==> config.mk <==
export PLATFORM = sky130hd
export DESIGN_NAME = serial_frame_loader
export DESIGN_NICKNAME = d
export VERILOG_FILES = /design/src/rtl/serial_frame_loader.sv
export SDC_FILE = /design/constraint.sdc
export NUM_CORES = 1
export LEC_CHECK = 0
export BUFFER_PORTS_ARGS = -buffer_cell sky130_fd_sc_hd__buf_4
export CAP_MARGIN = 20
export CORE_ASPECT_RATIO = 1.4
export CORE_MARGIN = 10
export CORE_UTILIZATION = 40
export DETAILED_ROUTE_END_ITERATION = 7
export PLACE_DENSITY = 0.65
export RECOVER_POWER = 100
export SETUP_SLACK_MARGIN = 0.5
export SLEW_MARGIN = 20
export SYNTH_ARGS = -nofsm -noshare
export SYNTH_HDL_FRONTEND = slang
export SYNTH_SLANG_ARGS = --single-unit
==> constraint.sdc <==
create_clock -name clk -period 6.1 [get_ports clk]
set_clock_uncertainty 0.1 [all_clocks]
set_input_delay 1.22 -clock clk [delete_from_list [all_inputs] [get_ports clk]]
set_output_delay 1.22 -clock clk [all_outputs]
set_load 0.03 [all_outputs]
==> src/rtl/serial_frame_loader.sv <==
// serial_frame_loader: byte-stream front end for a 48-bit LSB-first serial shifter.
// Buffers producer bytes in a small FIFO, groups them into frames of 1..MAX_BYTES
// bytes, strobes each byte into the shifter (ser_get), then starts the shift
// (ser_send) and holds off for 8N+1 cycles while the shifter drains.
// Ports:
//   clk, nRst          clock, asynchronous active-low reset
//   in_data/in_valid/in_last/in_ready   producer byte stream (valid/ready)
//   ser_data/ser_sel   byte and its index within the frame, valid with ser_get
//   ser_get            one-cycle byte-load strobe
//   ser_send           one-cycle start-shift strobe
//   busy               high whenever the sequencer is not idle
//   frames_sent        count of ser_send pulses (wraps)
module serial_frame_loader #(
  parameter int unsigned DEPTH     = 8,
  parameter int unsigned MAX_BYTES = 6
) (
  input  logic       clk,
  input  logic       nRst,
  input  logic [7:0] in_data,
  input  logic       in_valid,
  input  logic       in_last,
  output logic       in_ready,
  output logic [7:0] ser_data,
  output logic [2:0] ser_sel,
  output logic       ser_get,
  output logic       ser_send,
  output logic       busy,
  output logic [7:0] frames_sent
);

  localparam int unsigned AW = $clog2(DEPTH);
  localparam int unsigned PW = AW + 1;
  localparam int unsigned DW = 9;
  localparam int unsigned NW = 3;
  localparam int unsigned WW = 6;

  typedef enum logic [1:0] {IDLE, LOAD, SEND, WAIT} state_t;

  // FIFO storage and pointers (extra MSB distinguishes full from empty)
  logic [DW-1:0] mem [DEPTH];
  logic [PW-1:0] wr_ptr, rd_ptr, wr_ptr_n, rd_ptr_n;
  logic          empty, full_n, push, pop;
  logic [DW-1:0] head;

  assign push     = in_valid && in_ready;
  assign empty    = (wr_ptr == rd_ptr);
  assign head     = mem[rd_ptr[AW-1:0]];
  assign wr_ptr_n = wr_ptr + PW'(push);
  assign rd_ptr_n = rd_ptr + PW'(pop);
  assign full_n   = (wr_ptr_n[AW] != rd_ptr_n[AW]) &&
                    (wr_ptr_n[AW-1:0] == rd_ptr_n[AW-1:0]);

  // FIFO data write
  always_ff @(posedge clk) begin
    if (push) mem[wr_ptr[AW-1:0]] <= {in_last, in_data};
  end

  // FIFO pointers; in_ready tracks the post-update fill level
  always_ff @(posedge clk or negedge nRst) begin
    if (!nRst) begin
      wr_ptr   <= '0;
      rd_ptr   <= '0;
      in_ready <= 1'b1;
    end else begin
      wr_ptr   <= wr_ptr_n;
      rd_ptr   <= rd_ptr_n;
      in_ready <= !full_n;
    end
  end

  // Sequencer state
  state_t        state, state_n;
  logic [NW-1:0] n, n_n, nb, nb_n;
  logic [WW-1:0] w, w_n;
  logic [7:0]    data_n, cnt_n;
  logic [2:0]    sel_n;
  logic          get_n, send_n;

  // Next-state and registered-output values
  always_comb begin
    state_n = state;
    pop     = 1'b0;
    n_n     = n;
    nb_n    = nb;
    w_n     = w;
    get_n   = 1'b0;
    send_n  = 1'b0;
    data_n  = ser_data;
    sel_n   = ser_sel;
    cnt_n   = frames_sent;
    unique case (state)
      IDLE: begin
        n_n = '0;
        if (!empty) state_n = LOAD;
      end
      LOAD: begin
        if (!empty) begin
          pop    = 1'b1;
          get_n  = 1'b1;
          data_n = head[7:0];
          sel_n  = n;
          n_n    = n + NW'(1);
          // Close on the producer's marker or when the shifter is full
          if (head[8] || ((32'(n) + 32'd1) == MAX_BYTES)) begin
            nb_n    = n + NW'(1);
            state_n = SEND;
          end
        end
      end
      SEND: begin
        send_n  = 1'b1;
        cnt_n   = frames_sent + 8'd1;
        w_n     = {nb, 3'b000};
        state_n = WAIT;
      end
      WAIT: begin
        if (w == '0) state_n = IDLE;
        else         w_n     = w - WW'(1);
      end
      default: state_n = IDLE;
    endcase
  end

  // Sequencer registers
  always_ff @(posedge clk or negedge nRst) begin
    if (!nRst) begin
      state       <= IDLE;
      n           <= '0;
      nb          <= '0;
      w           <= '0;
      ser_get     <= 1'b0;
      ser_send    <= 1'b0;
      ser_data    <= '0;
      ser_sel     <= '0;
      busy        <= 1'b0;
      frames_sent <= '0;
    end else begin
      state       <= state_n;
      n           <= n_n;
      nb          <= nb_n;
      w           <= w_n;
      ser_get     <= get_n;
      ser_send    <= send_n;
      ser_data    <= data_n;
      ser_sel     <= sel_n;
      busy        <= (state_n != IDLE);
      frames_sent <= cnt_n;
    end
  end

endmodule

==> results of run 1 <==
[cell usage after synthesis (3+ instances only)]
library cell and n:
nand2b_1 8, nand2_1 22, xor2_1 7, buf_6 4, nor2_1 7, o21ai_1 15, nand3_1 6, a21oi_1 3
inv_1 6, ha_1 9, o211ai_1 3, buf_2 6, dfrtp_1 44, mux4_2 10, mux4_1 6, edfxtp_1 72
mux2i_1 15, nor3_1 5, a22o_1 3, xnor2_1 11, inv_2 3
[path summary, 6_finish.rpt]
| path | start | end | slack, ns | depth (start not counted) |
|---|---|---|---|---|
| max in group asynchronous | nRst | ser_data[1] | 3.05 | 1 |
| worst min-delay path | frames_sent[7] | frames_sent[7] | 0.37 | 1 |
| worst min register to register | frames_sent[7] | frames_sent[7] | 0.37 | 1 |
| min in group asynchronous | nRst | wr_ptr[1] | 1.45 | 1 |
| worst max register to register | rd_ptr[1] | in_ready | 2.49 | 9 |
| worst max-delay path | rd_ptr[1] | in_ready | 2.49 | 9 |
[registers in the layout, indices dropped and copies added (netlist names), 3 cells and up]
signal	count
ser_sel	3
nb	3
frames_sent	8
rd_ptr	4
mem	72
ser_data	8
n	3
wr_ptr	4
w	6
[layout make-up]
| class | count | area, µm² |
|---|---|---|
| Fill cell | 1045 | 6190 |
| Clock inverter | 13 | 189 |
| Inverter | 9 | 33.8 |
| Timing Repair Buffer | 37 | 146 |
| Tap cell | 147 | 184 |
| Sequential cell | 117 | 3290 |
| Multi-Input combinational cell | 161 | 1420 |
| Clock buffer | 17 | 425 |
[critical path: stages, from the launching register on]
cell and delay [ns]:
dfrtp_1 0.98, xnor2_1 0.20, nand4_1 0.13, nand3_1 0.66, inv_1 0.15, ha_1 0.27, ha_1 0.20, xor2_1 0.16
xor2_1 0.15, or4_1 0.51
[kinds of logic (layout without fill, tap and decap cells)]
kind of cell / count (synthesis) / count (layout) / share of synthesized area, %
XOR/XNOR: 20 / 20 / 4.35
AO/OA/AOI/OAI: 33 / 33 / 4.56
multiplexers: 35 / 35 / 11.8
flip-flops: 117 / 117 / 67.3
AND/OR/NAND/NOR: 64 / 64 / 7.22
buffers and inverters: 21 / 76 / 2.38
adder cells (fa/ha/maj): 9 / 9 / 2.31
[layer usage]
metal | vias up | track usage (%)
met5 | - | 0
met4 | 0 | 4.58
met3 | 11 | 3.11
met2 | 41 | 18.6
met1 | 1279 | 12.1
li1 | 1213 | -
[power by group through the flow]
stage	sequential [W]	combinational, W	clock [W]
finish	0.00124	0.000869	0.00103
global route	0.00127	0.000966	0.00109
CTS	0.00125	0.000981	0.00105
detailed placement	0.00126	0.000973	0
global placement	0.00126	0.000950	0
floorplan	0.00128	0.000687	0
[stage by stage]
stage               hold WS (ns)  worst slack, ns  power (W)
floorplan                  0.370             3.33    0.00196
global placement           0.368             2.86    0.00221
detailed placement         0.372             2.87    0.00223
CTS                        0.379             2.83    0.00328
global route               0.393             2.18    0.00332
finish                     0.367             2.49    0.00314
==> reports/metrics.json, run 1 <==
{
  "chipHeight": {"value": 151, "unit": "µm"},
  "relSlewSlack": {"value": -61.7, "unit": "%"},
  "setup-tns-final": {"value": 0, "unit": "ns"},
  "numCtsBuffers": {"value": 17},
  "syn_to_final_growth": {"value": 16.5, "unit": "%"},
  "critical_path_required": {"value": 6.32, "unit": "ns"},
  "first_global_vias": {"value": 2740},
  "switching_share": {"value": 32.0, "unit": "%"},
  "detailroute.via_count": {"value": 2544},
  "clock_period_minus_worst_slack": {"value": 3.61, "unit": "ns"},
  "cellLeakagePower": {"value": 2.17, "unit": "nW"},
  "num_io_pins": {"value": 35},
  "cts_htree_levels": {"value": 4},
  "final_antenna_net_count": {"value": 0},
  "min_period_over_period": {"value": 59.1, "unit": "%"},
  "cts_resized": {"value": 0},
  "synthDominantAreaCellType": {"value": "edfxtp_1"},
  "setup_viol": {"value": 0},
  "rsz0062_at_grt": {"value": "false"},
  "postLayoutCoreUtil": {"value": 47.9, "unit": "%"},
  "final_design_area_no_fill": {"value": 5690, "unit": "µm²"},
  "fp.dieArea": {"value": 17100, "unit": "µm²"},
  "detail_route.wl_per_cell": {"value": 17.7, "unit": "µm"},
  "path_clk_slew": {"value": 0.05, "unit": "ns"},
  "number_of_antenna_diodes": {"value": 0},
  "path_class": {"value": "flip-flop to flip-flop"},
  "share_seq_of_total_power": {"value": 39.4, "unit": "%"},
  "run_status": {"value": "finished, violations left"},
  "number_of_antenna_violations_at_the_first_check_in_global_routing": {"value": 0},
  "synth_largest_type_area_fraction": {"value": 44.3, "unit": "%"},
  "place.detailed.hpwl": {"value": 5740, "unit": "µm"},
  "initialDrtViolationCount": {"value": 116},
  "slew_violations": {"value": 46},
  "met3RoutedLength": {"value": 304, "unit": "µm"},
  "synth.yosys.warnings": {"value": 0},
  "timing.critical_path.to_type": {"value": "flip-flop"},
  "dp.cells": {"value": 471},
  "cts_tree": {"value": "yes"},
  "grt_start_max_net_pins": {"value": 46},
  "drv.max_cap_violation_count": {"value": 1},
  "synth_nets": {"value": 320},
  "failing_checks": {"value": "capacitance limit, slew limit"},
  "mean_syn_cell_area": {"value": 16.3, "unit": "µm²"},
  "grt_first_pass_wirelength": {"value": 14300, "unit": "µm"},
  "switchingPower": {"value": 0.00101, "unit": "W"},
  "post_cts_repair_setup_buffers": {"value": 0},
  "gpl.final_weighted_congestion": {"value": 0.728},
  "maxClockFrequency": {"value": 277, "unit": "MHz"},
  "timing.critical_path.from_type": {"value": "flip-flop"},
  "highest_layer": {"value": "met4"},
  "vias_per_cell": {"value": 5.08},
  "clkLatencyLatePin": {"value": 0.40, "unit": "ns"},
  "met2_wirelength": {"value": 4640, "unit": "µm"},
  "final_net_count": {"value": 364},
  "crit_fanout": {"value": 28},
  "post_synth_main_area_contributors": {"value": "edfxtp_1, dfrtp_1, mux4_2"},
  "hold_class": {"value": "flip-flop to flip-flop"},
  "synth_cell_type_count": {"value": 48},
  "num_rows": {"value": 47},
  "power_frac_comb": {"value": 27.7, "unit": "%"},
  "synthArstFlopShare": {"value": 38.5, "unit": "%"},
  "routed_metal_1_wirelength": {"value": 3790, "unit": "µm"},
  "synth_seq_area_share": {"value": 67.3, "unit": "%"},
  "post_layout_nonfiller_instances": {"value": 501},
  "power_report.internal_total": {"value": 0.00213, "unit": "W"},
  "share_of_final_layout_standard_cells_stronger_than_drive_strength_1": {"value": 13.0, "unit": "%"},
  "synth_flop_cell": {"value": "edfxtp_1"},
  "netlist_instances": {"value": 299},
  "worstMarginPinSlew": {"value": 2.43, "unit": "ns"},
  "cts_num_sinks": {"value": 117},
  "globalRouteTotalUtil": {"value": 10.8, "unit": "%"},
  "placeableCoreArea": {"value": 11900, "unit": "µm²"},
  "powerDensity": {"value": 551, "unit": "nW/µm²"},
  "io_buffer_count": {"value": 34},
  "cts.hold.buffers_added": {"value": 0},
  "synth_enable_flop_cells": {"value": 72},
  "dr.pass1.iters": {"value": 4},
  "max-clock-path-buffers": {"value": 2},
  "clockPowerShare": {"value": 32.9, "unit": "%"},
  "layout_common_cells": {"value": "edfxtp_1, dfrtp_1, clkbuf_1, nand2_1, clkbuf_16"},
  "detailed_place.area": {"value": 5260, "unit": "µm²"},
  "floorplan.die.width": {"value": 113, "unit": "µm"},
  "layout.cells.most_common": {"value": "edfxtp_1"},
  "vdd_drop_max": {"value": 0.287, "unit": "mV"},
  "start_util": {"value": 41.1, "unit": "%"},
  "clock_tree.root_cell": {"value": "clkbuf_16"},
  "ys_ff_latch": {"value": 117},
  "route.detailed.drc": {"value": 0},
  "globalRoute.totalOverflow": {"value": 0},
  "detail_route.wirelength": {"value": 8840, "unit": "µm"},
  "worst_path_arrival": {"value": 3.83, "unit": "ns"},
  "hold_viol_final": {"value": 0},
  "netlist_area": {"value": 4880, "unit": "µm²"}
}
(Power assumes the default switching activity.)
==> run 2: changes to the inputs <==
--- a/config.mk
+++ b/config.mk
@@ -5,6 +5,7 @@
 export SDC_FILE = /design/constraint.sdc
 export NUM_CORES = 1
 export LEC_CHECK = 0
+export ABC_AREA = 1
 export BUFFER_PORTS_ARGS = -buffer_cell sky130_fd_sc_hd__buf_4
 export CAP_MARGIN = 20
 export CORE_ASPECT_RATIO = 1.4
==> constraint.sdc (replaced) <==
create_clock -name clk -period 3.45 [get_ports clk]
set_clock_uncertainty 0.1 [all_clocks]
set_input_delay 0.69 -clock clk [delete_from_list [all_inputs] [get_ports clk]]
set_output_delay 0.69 -clock clk [all_outputs]
set_load 0.03 [all_outputs]
==> reports/metrics.json, run 2 <==
{
  "max_stage_delay": {"value": 0.72, "unit": "ns"},
  "grt_start_max_net_pins": {"value": 46},
  "fp.dieArea": {"value": 17300, "unit": "µm²"},
  "synth_cell_type_count": {"value": 28},
  "crit_slowest_cell": {"value": "inv_1"},
  "first_global_vias": {"value": 3286},
  "final_antenna_net_count": {"value": 0},
  "drv.max_cap_violation_count": {"value": 1},
  "slew_violations": {"value": 46},
  "place.detailed.hpwl": {"value": 7330, "unit": "µm"},
  "cellLeakagePower": {"value": 2.34, "unit": "nW"},
  "critical_path.top_delay_family": {"value": "buffers and inverters"},
  "path_clk_slew": {"value": 0.05, "unit": "ns"},
  "cts.hold.buffers_added": {"value": 0},
  "cts_resized": {"value": 0},
  "num_rows": {"value": 48},
  "chipHeight": {"value": 151, "unit": "µm"},
  "synthDominantAreaCellType": {"value": "edfxtp_1"},
  "min_period_over_period": {"value": 77.7, "unit": "%"},
  "setup_viol": {"value": 0},
  "layout_common_cells": {"value": "nand2_1, edfxtp_1, nor2_1, o21ai_0, dfrtp_1"},
  "final_net_count": {"value": 525},
  "syn_to_final_growth": {"value": 15.1, "unit": "%"},
  "timing.critical_path.from_type": {"value": "flip-flop"},
  "gpl.final_weighted_congestion": {"value": 0.837},
  "synth_nets": {"value": 483},
  "clock_tree.root_cell": {"value": "clkbuf_16"},
  "synth_largest_type_area_fraction": {"value": 43.8, "unit": "%"},
  "rsz0062_at_grt": {"value": "false"},
  "worstHoldPathCells": {"value": 2},
  "setup-tns-final": {"value": 0, "unit": "ns"},
  "crit_fanout": {"value": 35},
  "cts_htree_levels": {"value": 4},
  "netlist_area": {"value": 4940, "unit": "µm²"},
  "vdd_drop_max": {"value": 0.325, "unit": "mV"},
  "ys_ff_latch": {"value": 117},
  "route.detailed.drc": {"value": 0},
  "clkLatencyLatePin": {"value": 0.40, "unit": "ns"},
  "synth_seq_area_share": {"value": 66.6, "unit": "%"},
  "worst-r2r-cell-count": {"value": 9},
  "dr.pass1.iters": {"value": 4},
  "share_of_final_layout_standard_cells_stronger_than_drive_strength_1": {"value": 7.36, "unit": "%"},
  "failing_checks": {"value": "capacitance limit, slew limit"},
  "crit_path_start": {"value": "rd_ptr[1]"},
  "worstMarginPinSlew": {"value": 2.33, "unit": "ns"},
  "clock_period_minus_worst_slack": {"value": 2.68, "unit": "ns"},
  "number_of_antenna_violations_at_the_first_check_in_global_routing": {"value": 0},
  "largest_register_ffs": {"value": 72},
  "relSlewSlack": {"value": -55.6, "unit": "%"},
  "rr_endpoint": {"value": "nb[1]"},
  "floorplan.die.width": {"value": 114, "unit": "µm"},
  "post-layout-total-power": {"value": 0.00542, "unit": "W"},
  "reg2reg_slack": {"value": 0.77, "unit": "ns"},
  "min_delay_worst_endpoint": {"value": "ser_data[6]"},
  "maxClockFrequency": {"value": 373, "unit": "MHz"},
  "numCtsBuffers": {"value": 17},
  "vias_per_cell": {"value": 4.94},
  "number_of_antenna_diodes": {"value": 0},
  "io_buffer_count": {"value": 34},
  "crit_chain": {"value": "inv_1, nand2_1, nand2_1, nor2_1, a21boi_2, clkbuf_1, nand2_1, nand2_1, nand2_1"},
  "synthArstFlopShare": {"value": 38.5, "unit": "%"},
  "grt_first_pass_wirelength": {"value": 16600, "unit": "µm"},
  "synth.yosys.warnings": {"value": 0},
  "max-clock-path-buffers": {"value": 2},
  "start_util": {"value": 40.5, "unit": "%"},
  "powerDensity": {"value": 953, "unit": "nW/µm²"},
  "layout.cells.most_common": {"value": "nand2_1"},
  "synthMostInstantiatedCell": {"value": "nand2_1"},
  "detail_route.wl_per_cell": {"value": 15.5, "unit": "µm"},
  "initialDrtViolationCount": {"value": 158},
  "placeableCoreArea": {"value": 12200, "unit": "µm²"},
  "synth_flop_cell": {"value": "edfxtp_1"},
  "run_status": {"value": "finished, violations left"},
  "num_io_pins": {"value": 35},
  "timing.rr.start": {"value": "rd_ptr[1]"},
  "detailed_place.area": {"value": 5320, "unit": "µm²"},
  "critical-path-top-cell-by-count": {"value": "nand2_1"},
  "final_design_area_no_fill": {"value": 5690, "unit": "µm²"},
  "timing.critical_path.to_type": {"value": "flip-flop"},
  "detail_route.wirelength": {"value": 10300, "unit": "µm"},
  "fill_cell_total_of_the_finished_layout": {"value": 1136},
  "cts_tree": {"value": "yes"},
  "synth_commonest_cells": {"value": "nand2_1, edfxtp_1, nor2_1"},
  "hold_class": {"value": "flip-flop to flip-flop"},
  "synth_enable_flop_cells": {"value": 72},
  "worst_path_arrival": {"value": 2.87, "unit": "ns"},
  "globalRouteTotalUtil": {"value": 12.4, "unit": "%"},
  "hold_viol_final": {"value": 0},
  "critical_path_required": {"value": 3.64, "unit": "ns"},
  "post_synth_main_area_contributors": {"value": "edfxtp_1, dfrtp_1, nand2_1"},
  "worstHoldStart": {"value": "ser_data[6]"},
  "globalRoute.totalOverflow": {"value": 0},
  "path_class": {"value": "flip-flop to flip-flop"},
  "worstSetupPathDepth": {"value": 9},
  "post_cts_repair_setup_buffers": {"value": 0},
  "mean_syn_cell_area": {"value": 10.7, "unit": "µm²"},
  "buffer_and_inverter_count_on_the_worst_path": {"value": 2},
  "netlist_instances": {"value": 462},
  "detailroute.via_count": {"value": 3292},
  "cts_num_sinks": {"value": 117}
}
==> run 2: area by class of cell <==
class | instances | area (µm²) | share of cell area, %
tap | 150 | 188 | 3.30
sequential | 117 | 3290 | 57.8
clock buffer | 18 | 429 | 7.55
clock inverter | 13 | 92.6 | 1.63
multi-input combinational | 307 | 1450 | 25.5
timing repair buffer | 36 | 143 | 2.51
inverter | 25 | 93.8 | 1.65
==> run 2: stage by stage <==
step | instances | util (%) | hold WS, ns | setup WS (ns)
2_1_floorplan | 462 | - | 0.294 | 1.41
3_3_place_gp | 635 | 43.6 | 0.372 | 1.25
3_5_place_dp | 635 | 43.6 | 0.371 | 1.16
4_1_cts | 666 | 47.9 | 0.192 | 1.11
5_1_grt | 666 | 46.6 | 0.398 | 0.419
6_report | 666 | 46.6 | 0.379 | 0.770
==> run 2: logic make-up (layout without fill, tap and decap cells) <==
| group | count (synthesis) | count (layout) | synth area share [%] |
|---|---|---|---|
| and+or+nand+nor | 218 | 218 | 18.0 |
| buffers and inverters | 38 | 92 | 3.57 |
| adders and majority gates | 9 | 9 | 2.28 |
| AOI/OAI and AO/OA | 63 | 63 | 6.53 |
| DFF | 117 | 117 | 66.6 |
| xor gates and xnor gates | 17 | 17 | 3.01 |
==> run 2: tightest hold or removal path: cells and delay by family (launching register included) <==
| kind | cells | cell delay [ns] |
|---|---|---|
| flops | 1 | 0.34 |
| simple gates | 2 | 0.11 |
==> run 2: worst max path at each step <==
stage	slack, ns	end
after detailed placement	1.16	in_ready
after floorplan	1.41	in_ready
after CTS	1.11	in_ready
final	0.77	nb[1]
after global routing	0.42	ser_data[6]
after global placement	1.25	in_ready
==> run 2: routing by layer <==
metal / GRT usage, % / vias up / part of all wire, %
li1: - / 1621 / -
met1: 13.7 / 1583 / 40
met2: 21.2 / 68 / 52
met3: 3.94 / 20 / 4.7
met4: 6.03 / 0 / 2.6
met5: 0 / - / 0
==> run 2: power by group <==
group          switching [W]  internal [W]
Combinational        0.00127      0.000540
Clock               0.000572      0.000964
Sequential          0.000223       0.00185
==> run 3: changes to the inputs <==
==> constraint.sdc (replaced) <==
create_clock -name clk -period 2.8 [get_ports clk]
set_clock_uncertainty 0.1 [all_clocks]
set_input_delay 0.56 -clock clk [delete_from_list [all_inputs] [get_ports clk]]
set_output_delay 0.56 -clock clk [all_outputs]
set_load 0.03 [all_outputs]
==> reports/metrics.json, run 3 (synthesis gave the netlist of run 2 again) <==
{
  "min_period_over_period": {"value": 83.6, "unit": "%"},
  "gpl.final_weighted_congestion": {"value": 0.815},
  "critical-path-top-cell-by-count": {"value": "nand2_1"},
  "syn_to_final_growth": {"value": 17.8, "unit": "%"},
  "clock_period_minus_worst_slack": {"value": 2.34, "unit": "ns"},
  "reg2reg_slack": {"value": 0.46, "unit": "ns"},
  "number_of_antenna_violations_at_the_first_check_in_global_routing": {"value": 0},
  "post_cts_repair_setup_buffers": {"value": 0},
  "detail_route.wirelength": {"value": 9860, "unit": "µm"},
  "timing.critical_path.to_type": {"value": "flip-flop"},
  "fp.dieArea": {"value": 17300, "unit": "µm²"},
  "cellLeakagePower": {"value": 2.40, "unit": "nW"},
  "ff_latch_area": {"value": 3290, "unit": "µm²"},
  "crit_chain": {"value": "inv_1, nand2_1, nand2_1, nor2_1, a21boi_0, ha_1, ha_1, xnor2_1, nand2_1, nor2_1, nand3_1"},
  "slew_violations": {"value": 0},
  "rsz0062_at_grt": {"value": "false"},
  "critical_path_required": {"value": 3.04, "unit": "ns"},
  "cts_tree": {"value": "yes"},
  "fill_cell_total_of_the_finished_layout": {"value": 1118},
  "chipHeight": {"value": 151, "unit": "µm"},
  "detail_route.wl_per_cell": {"value": 14.5, "unit": "µm"},
  "num_rows": {"value": 48},
  "crit_slowest_cell": {"value": "dfrtp_1"},
  "vias_per_cell": {"value": 4.97},
  "grt_first_pass_wirelength": {"value": 16500, "unit": "µm"},
  "dp.cells": {"value": 646},
  "setup-tns-final": {"value": 0, "unit": "ns"},
  "maxClockFrequency": {"value": 427, "unit": "MHz"},
  "powerDensity": {"value": 1200, "unit": "nW/µm²"},
  "worst_path_arrival": {"value": 2.58, "unit": "ns"},
  "multi_input_area": {"value": 1450, "unit": "µm²"},
  "first_global_vias": {"value": 3460},
  "clock_tree.root_cell": {"value": "clkbuf_16"},
  "run_status": {"value": "complete, no violations"},
  "relSlewSlack": {"value": 27.8, "unit": "%"},
  "post_layout_nonfiller_instances": {"value": 678},
  "timing.critical_path.from_type": {"value": "flip-flop"},
  "initialDrtViolationCount": {"value": 199},
  "cts_htree_levels": {"value": 4},
  "grt_start_max_net_pins": {"value": 46},
  "path_clk_slew": {"value": 0.06, "unit": "ns"},
  "max_stage_delay": {"value": 0.44, "unit": "ns"},
  "globalRoute.totalOverflow": {"value": 0},
  "largest_register_ffs": {"value": 72},
  "path_class": {"value": "flip-flop to flip-flop"},
  "dr.pass1.iters": {"value": 5},
  "final_antenna_net_count": {"value": 0},
  "vdd_drop_max": {"value": 0.460, "unit": "mV"},
  "final_net_count": {"value": 536},
  "hold_viol_final": {"value": 0},
  "cts_num_sinks": {"value": 117},
  "setup_viol": {"value": 0},
  "share_of_final_layout_standard_cells_stronger_than_drive_strength_1": {"value": 8.71, "unit": "%"},
  "clkLatencyLatePin": {"value": 0.42, "unit": "ns"},
  "detailroute.via_count": {"value": 3371},
  "drv.max_cap_violation_count": {"value": 0},
  "max-clock-path-buffers": {"value": 2},
  "layout.cells.most_common": {"value": "nand2_1"},
  "placeableCoreArea": {"value": 12200, "unit": "µm²"},
  "crit_fanout": {"value": 10},
  "layout_common_cells": {"value": "nand2_1, nor2_1, edfxtp_1, o21ai_0, dfrtp_1"},
  "worstMarginPinSlew": {"value": 1.08, "unit": "ns"},
  "numCtsBuffers": {"value": 17},
  "num_io_pins": {"value": 35},
  "route.detailed.drc": {"value": 0},
  "start_util": {"value": 40.5, "unit": "%"},
  "number_of_antenna_diodes": {"value": 0},
  "io_buffer_count": {"value": 34},
  "globalRouteTotalUtil": {"value": 12.1, "unit": "%"},
  "floorplan.die.width": {"value": 114, "unit": "µm"},
  "hold_class": {"value": "primary input to asynchronous set/reset pin"},
  "place.detailed.hpwl": {"value": 6630, "unit": "µm"}
}
==> run 3: cell types whose count changed in the layout (fill, tap and decap cells not counted), moves of 2 or more <==
| cell | before | now |
|---|---|---|
| clkbuf_1 | 35 | 40 |
| clkinv_1 | 4 | 0 |
| buf_4 | 2 | 5 |
| clkinv_4 | 0 | 3 |
| bufinv_16 | 1 | 3 |
| clkbuf_2 | 0 | 2 |
| clkinv_2 | 5 | 3 |
| inv_6 | 0 | 2 |
==> run 3: worst max-delay path: cells and delay by family, from the launching register on <==
family | cells | cell delay, ns
xor+xnor | 1 | 0.16
compound gates | 1 | 0.25
flops | 1 | 0.44
simple gates | 6 | 0.51
fa+ha+maj | 2 | 0.49
buf+inv | 1 | 0.32
==> run 3: through the flow <==
step                      setup WS, ns  util [%]  power (W)  hold WS, ns  area [µm²]
after floorplan                  0.758         -    0.00428        0.164        4940
after global placement           0.775      44.3    0.00494        0.371        5400
after detailed placement         0.736      44.3    0.00500        0.375        5400
after CTS                        0.661      49.2    0.00721       0.0489        6000
after global routing             0.273      47.7    0.00747        0.344        5820
final                            0.458      47.7    0.00697        0.239        5820
==> run 3: area by class of cell <==
| class | instances | area share (%) |
|---|---|---|
| clock buffers | 17 | 7.31 |
| clock inverters | 15 | 3.08 |
| inverters | 25 | 1.61 |
| multi-input cells | 307 | 24.8 |
| flip-flops and latches | 117 | 56.5 |
| well taps | 150 | 3.23 |
| repair buffers | 47 | 3.40 |
==> run 3: worst paths after layout <==
path                              from             end  cells past startpoint
max                          rd_ptr[2]        in_ready                     11
min                               nRst  frames_sent[2]                      1
max reg2reg                  rd_ptr[2]        in_ready                     11
min reg2reg                ser_data[7]     ser_data[7]                      2
max in group asynchronous         nRst           nb[2]                      1
min in group clk           ser_data[7]     ser_data[7]                      2
==> run 3: what timing repair did <==
item / CTS / global route
hold buffers: 0 / 0
setup endpoints to repair: 0 / 1
resized for setup: 0 / 1
==> run 3: metal layers <==
layer,wire length (µm),share of wire (%),vias up,global-route usage (%)
met2,5140,52,66,20.6
li1,-,-,1644,-
met5,0,0,-,0
met1,4140,42,1649,13.1
met3,431,4.4,12,4.22
met4,150,1.5,0,6.09
==> run 3: power by group <==
part / switching (W) / internal, W
registers: 0.000276 / 0.00228
logic: 0.00155 / 0.000694
clock network: 0.000776 / 0.00140
total: 0.00260 / 0.00437
